## src/rtl/cic_interp_sequencer.sv

```systemverilog
// rtl/cic_interp_sequencer.sv - phase sequencer for a CIC interpolator (comb/integrator strobes)
//
// Purpose:
//   Accepts one input sample per R output phases, strobes the comb section on
//   accept, and strobes the integrator chain once per phase. During phases
//   other than 0 it tells the integrator input mux to select zero.
//   Backpressure from downstream stalls the phase counter.
//
// Optional feature (macro CIC_SEQ_UNDERRUN_EN):
//   Adds a sticky underrun flag and a saturating 16-bit underrun counter. An
//   underrun is the last phase of a sample completing without a new sample
//   arriving to take its place.
//
// Ports:
//   i_clock          rising-edge clock
//   i_reset_n        asynchronous active-low reset
//   i_rate           interpolation ratio R (0 behaves as 1), sampled on accept
//   i_in_valid       upstream sample available
//   o_in_ready       sample accepted when high together with i_in_valid
//   o_comb_en        comb advance strobe (high on the accept cycle)
//   o_integ_en       integrator advance strobe
//   o_zero_stuff     integrator input selects zero instead of comb output
//   o_out_valid      integrator output holds an untaken sample
//   i_out_ready      downstream takes the integrator output
//   o_phase          current phase 0..R-1
//   o_underrun       (CIC_SEQ_UNDERRUN_EN) sticky underrun flag
//   o_underrun_count (CIC_SEQ_UNDERRUN_EN) saturating underrun count
//   o_busy           sample in flight or output not yet taken

module cic_interp_sequencer #(
  parameter int RATE_WIDTH = 8
) (
  input  logic                  i_clock,
  input  logic                  i_reset_n,
  input  logic [RATE_WIDTH-1:0] i_rate,
  input  logic                  i_in_valid,
  output logic                  o_in_ready,
  output logic                  o_comb_en,
  output logic                  o_integ_en,
  output logic                  o_zero_stuff,
  output logic                  o_out_valid,
  input  logic                  i_out_ready,
  output logic [RATE_WIDTH-1:0] o_phase,
`ifdef CIC_SEQ_UNDERRUN_EN
  output logic                  o_underrun,
  output logic [15:0]           o_underrun_count,
`endif
  output logic                  o_busy
);

  typedef enum logic {ST_IDLE, ST_RUN} state_t;

  localparam logic [RATE_WIDTH-1:0] ONE = RATE_WIDTH'(1);

  state_t                state;
  logic [RATE_WIDTH-1:0] phase;
  logic [RATE_WIDTH-1:0] rate_l;
  logic                  out_valid;

  logic slot_ok;
  logic is_run;
  logic last_phase;
  logic in_ready;
  logic accept;
  logic integ_en;

  // The integrator may only advance when its output register is free or
  // being drained this cycle.
  assign slot_ok    = !out_valid || i_out_ready;
  assign is_run     = (state == ST_RUN);
  assign last_phase = (phase == rate_l - ONE);

  // Gating with i_reset_n keeps every strobe low for the whole time reset is
  // held, including the IDLE state where slot_ok would otherwise be high.
  assign in_ready = i_reset_n && slot_ok && (!is_run || last_phase);
  assign accept   = i_in_valid && in_ready;
  assign integ_en = i_reset_n && is_run && slot_ok;

  assign o_in_ready   = in_ready;
  assign o_comb_en    = accept;
  assign o_integ_en   = integ_en;
  assign o_zero_stuff = integ_en && (phase != '0);
  assign o_out_valid  = out_valid;
  assign o_phase      = phase;
  assign o_busy       = is_run || out_valid;

  always_ff @(posedge i_clock or negedge i_reset_n) begin
    if (!i_reset_n) begin
      state     <= ST_IDLE;
      phase     <= '0;
      rate_l    <= ONE;
      out_valid <= 1'b0;
    end else begin
      // An accept on the last phase takes priority: the next sample starts
      // at phase 0 back-to-back with no idle cycle.
      if (accept) begin
        state  <= ST_RUN;
        phase  <= '0;
        rate_l <= (i_rate == '0) ? ONE : i_rate;
      end else if (integ_en) begin
        if (!last_phase) begin
          phase <= phase + ONE;
        end else begin
          state <= ST_IDLE;
          phase <= '0;
        end
      end

      if (integ_en) begin
        out_valid <= 1'b1;
      end else if (i_out_ready) begin
        out_valid <= 1'b0;
      end
    end
  end

`ifdef CIC_SEQ_UNDERRUN_EN
  logic underrun_evt;

  assign underrun_evt = integ_en && last_phase && !accept;

  always_ff @(posedge i_clock or negedge i_reset_n) begin
    if (!i_reset_n) begin
      o_underrun       <= 1'b0;
      o_underrun_count <= '0;
    end else if (underrun_evt) begin
      o_underrun <= 1'b1;
      if (o_underrun_count != 16'hFFFF) begin
        o_underrun_count <= o_underrun_count + 16'd1;
      end
    end
  end
`endif

endmodule

```

## config.mk

```make
export PLATFORM = sky130hd
export DESIGN_NAME = cic_interp_sequencer
export DESIGN_NICKNAME = d
export VERILOG_FILES = /design/src/rtl/cic_interp_sequencer.sv
export SDC_FILE = /design/constraint.sdc
export NUM_CORES = 1
export LEC_CHECK = 0
export ABC_AREA = 1
export CAP_MARGIN = 15
export CORE_ASPECT_RATIO = 0.75
export CORE_UTILIZATION = 45
export CTS_CLUSTER_DIAMETER = 50
export CTS_CLUSTER_SIZE = 14
export DETAILED_ROUTE_END_ITERATION = 16
export GPL_ROUTABILITY_DRIVEN = 0
export HOLD_SLACK_MARGIN = 0.06
export PLACE_DENSITY = 0.71
export SLEW_MARGIN = 30
export SYNTH_ARGS = -nofsm -noshare
export SYNTH_HDL_FRONTEND = slang
export SYNTH_SLANG_ARGS = --single-unit
```

## constraint.sdc

```tcl
create_clock -name i_clock -period 3.4 [get_ports i_clock]
set_input_delay 1.02 -clock i_clock [delete_from_list [all_inputs] [get_ports i_clock]]
set_output_delay 1.02 -clock i_clock [all_outputs]
set_load 0.01 [all_outputs]
```

==> reports/results.ini <==
[status]
status = complete, no violations

[global_route]
grt_max_degree = 19
track_usage_pct = 24.9
antenna_found_initial = 0
grt_pass1_vias = 1296
grt_pass1_wl_um = 5890
grt_overflow = 0

[power_and_ir_drop]
p_clk_share_pct = 12.8
sw_frac_of_total_pct = 45.9
netSwitchingPower_uw = 635
irDropWorstVdd_v = 0.000422
power_density_mw_per_mm2 = 825
p_leak_nw = 0.869
p_int_uw = 749
p_comb_share_pct = 56.3
seq_power_share_pct = 30.9

[timing]
finalCritPeriodShare_pct = 94.6
skew_ps = 3.56
rsz0062_at_grt = false
max_slew_margin_pct = 58.3
finalHoldViolations = 0
drv_slew = 0
max_freq_ghz = 0.311
setup_violations = 0
hold_slack_ps = 489
tightest_slew_ps = 621
post-route-min-period_ps = 3220

[hold_path]
hp-class = reg2reg
hold_depth = 2
min_to = rate_l[0]$_DFFE_PN1N_
hp-start = rate_l[0]$_DFFE_PN1N_

[critical_path]
critical_path_class = in2out
crit_required_ps = 2380
critPathMaxFanout = 3
r2r_end = is_run$_DFFE_PN0P_
r2r_setup_slack_ps = 1230
r2r_cells = 14
cp.arrival_ps = 2200
critPathLaunchType = input pin
endpoint_kind = output port
r2r-start = rate_l[0]$_DFFE_PN1N_

[detailed_routing]
routed-via-count = 1293
drc_errors = 0
routedWlPerCell_um = 12.9
finalWirelength_um = 3340
drtAntennaViolNets = 0
drt_iter0_drc = 81
viasPerCell = 5.01
drt_pass1_iterations = 4

[yosys]
ys_seq_area_share_pct = 34.9
syn_nets = 202
synth_warnings = 0
synth_cell_type_count = 27
synth_area_sq_mm = 0.00129
synthCells = 187
avgSynthCellArea_sq_um = 6.93
synth_seq_cells = 18

[floorplan]
die_area_sq_mm = 0.00310
core_sq_mm = 0.00266
num_io_pins = 26
fp-row-count = 16
initial_core_util_pct = 48.6
die_w_um = 63.9
die_height_um = 48.5

[cts]
clockBufferDepth = 2
cts.clk_slew.worst_paths_ps = 70
cts_sinks = 18
ctsHoldBuffers = 0
numCtsBuffers = 3
h-tree-depth = 1
cts_tree = built
cts_setup_buffers = 0
ctsRootBufferMaster = clkbuf_8
clock_latency_ps = 260

[finish]
final_cell_mix = nand2_1, inv_1, clkdlybuf4s50_1
syn_to_final_growth_pct = 29.6
nFillCells = 251
antenna_cells = 0
drive_above_1_share_pct = 17.6
layout_commonest_cell = nand2_1
final_area_sq_mm = 0.00168
fin_nets = 238

[place]
port_buffers = 25
placed_cell_area_sq_mm = 0.00163
hpwlAfterDp_um = 2610

[flow_run]
max_cap_violations = 0

-- layout make-up --
cell class	instances	area [sq um]	area share (%)
clock buffers	4	55.1	3.28
well taps	36	45.0	2.68
multi-input cells	140	727	43.3
inverters	26	97.6	5.82
repair buffers	34	302	18.0
flip-flops and latches	18	452	26.9
-- cell usage after synthesis --
cell type   n  area share (%)
inv_1      23             6.7
nor2_1     12             3.5
dfstp_2     1             2.0
a21o_1      1            0.58
nand4_1     9             4.3
nor4_1      2            0.97
buf_6       1            0.87
o21ai_0     5             1.9
nand2_2     5             2.4
nor3_1      2            0.77
nand2_8     1             1.5
nand3_1    14             5.4
nand2_1    67              19
inv_2       3            0.87
clkbuf_4    1            0.58
buf_4       1            0.58
nand2_4     1            0.87
dfrtp_1    17              33
nand3b_1    1            0.58
nand3_4     1             1.4
a41oi_1     1            0.68
xnor2_1     4             2.7
o21ai_1     1            0.39
nor2_2      5             2.4
xor2_1      2             1.4
ha_1        3             2.9
or2_2       3             1.4
-- worst max-delay path, cell delays in order --
cell	delay, ps
clkdlybuf4s50_1	460
inv_1	40
nand2_1	70
nand2_1	100
nor2_2	110
buf_4	130
dlygate4sd2_1	250
-- power by group through the flow --
| stage | registers, mW | logic [mW] | clock network [mW] |
|---|---|---|---|
| after floorplan | 0.414 | 0.516 | 0 |
| after global routing | 0.441 | 0.886 | 0.194 |
| after CTS | 0.425 | 0.773 | 0.183 |
| after global placement | 0.422 | 0.749 | 0 |
| after detailed placement | 0.428 | 0.778 | 0 |
| final | 0.428 | 0.780 | 0.177 |
-- cells by family after synthesis --
| logic type | synth area share [%] |
|---|---|
| adder cells (fa/ha/maj) | 2.90 |
| XOR/XNOR | 4.06 |
| buffers and inverters | 9.57 |
| flip-flops | 34.9 |
| AO/OA/AOI/OAI | 3.57 |
| AND/OR/NAND/NOR | 45.0 |
-- routing by layer --
layer | routed length (um) | vias to the layer above | GRT usage (%)
met3 | 180 | 5 | 6.13
met1 | 1560 | 603 | 35.0
met4 | 20 | 0 | 5.68
li1 | - | 656 | -
met2 | 1570 | 29 | 38.5
met5 | 0 | - | 0
-- how the worst max path moves through the flow --
stage | startpoint | to | slack, ps | cells after the start
floorplan | i_out_ready | o_zero_stuff | 520 | 6
global route | rate_l[0]$_DFFE_PN1N_ | o_comb_en | 40 | 15
global placement | i_out_ready | o_zero_stuff | -200 | 8
finish | i_out_ready | o_integ_en | 180 | 7
CTS | rate_l[0]$_DFFE_PN1N_ | o_comb_en | 50 | 15
detailed placement | i_out_ready | o_zero_stuff | -220 | 8
-- what timing repair did --
item | CTS | global route
setup endpoints to repair | 4 | 3
gates resized for setup | 5 | 8
pin swaps | 0 | 2
-- per-stage QoR --
stage	util, %	setup WS [ps]	power, mW	cells	setup TNS, ps
after floorplan	-	518	0.930	187	0
after global placement	61.3	-197	1.17	254	-393
after CTS	63.3	50.0	1.38	258	0
final	63.0	184	1.38	258	0
after global routing	63.0	38.4	1.52	258	0
after detailed placement	61.3	-220	1.21	254	-476
-- sequential cells by signal, summed over array words and instances (netlist names) --
register and count:
is_run 1, o_out_valid 1, o_phase 8, rate_l 8
(Power assumes the default switching activity.)
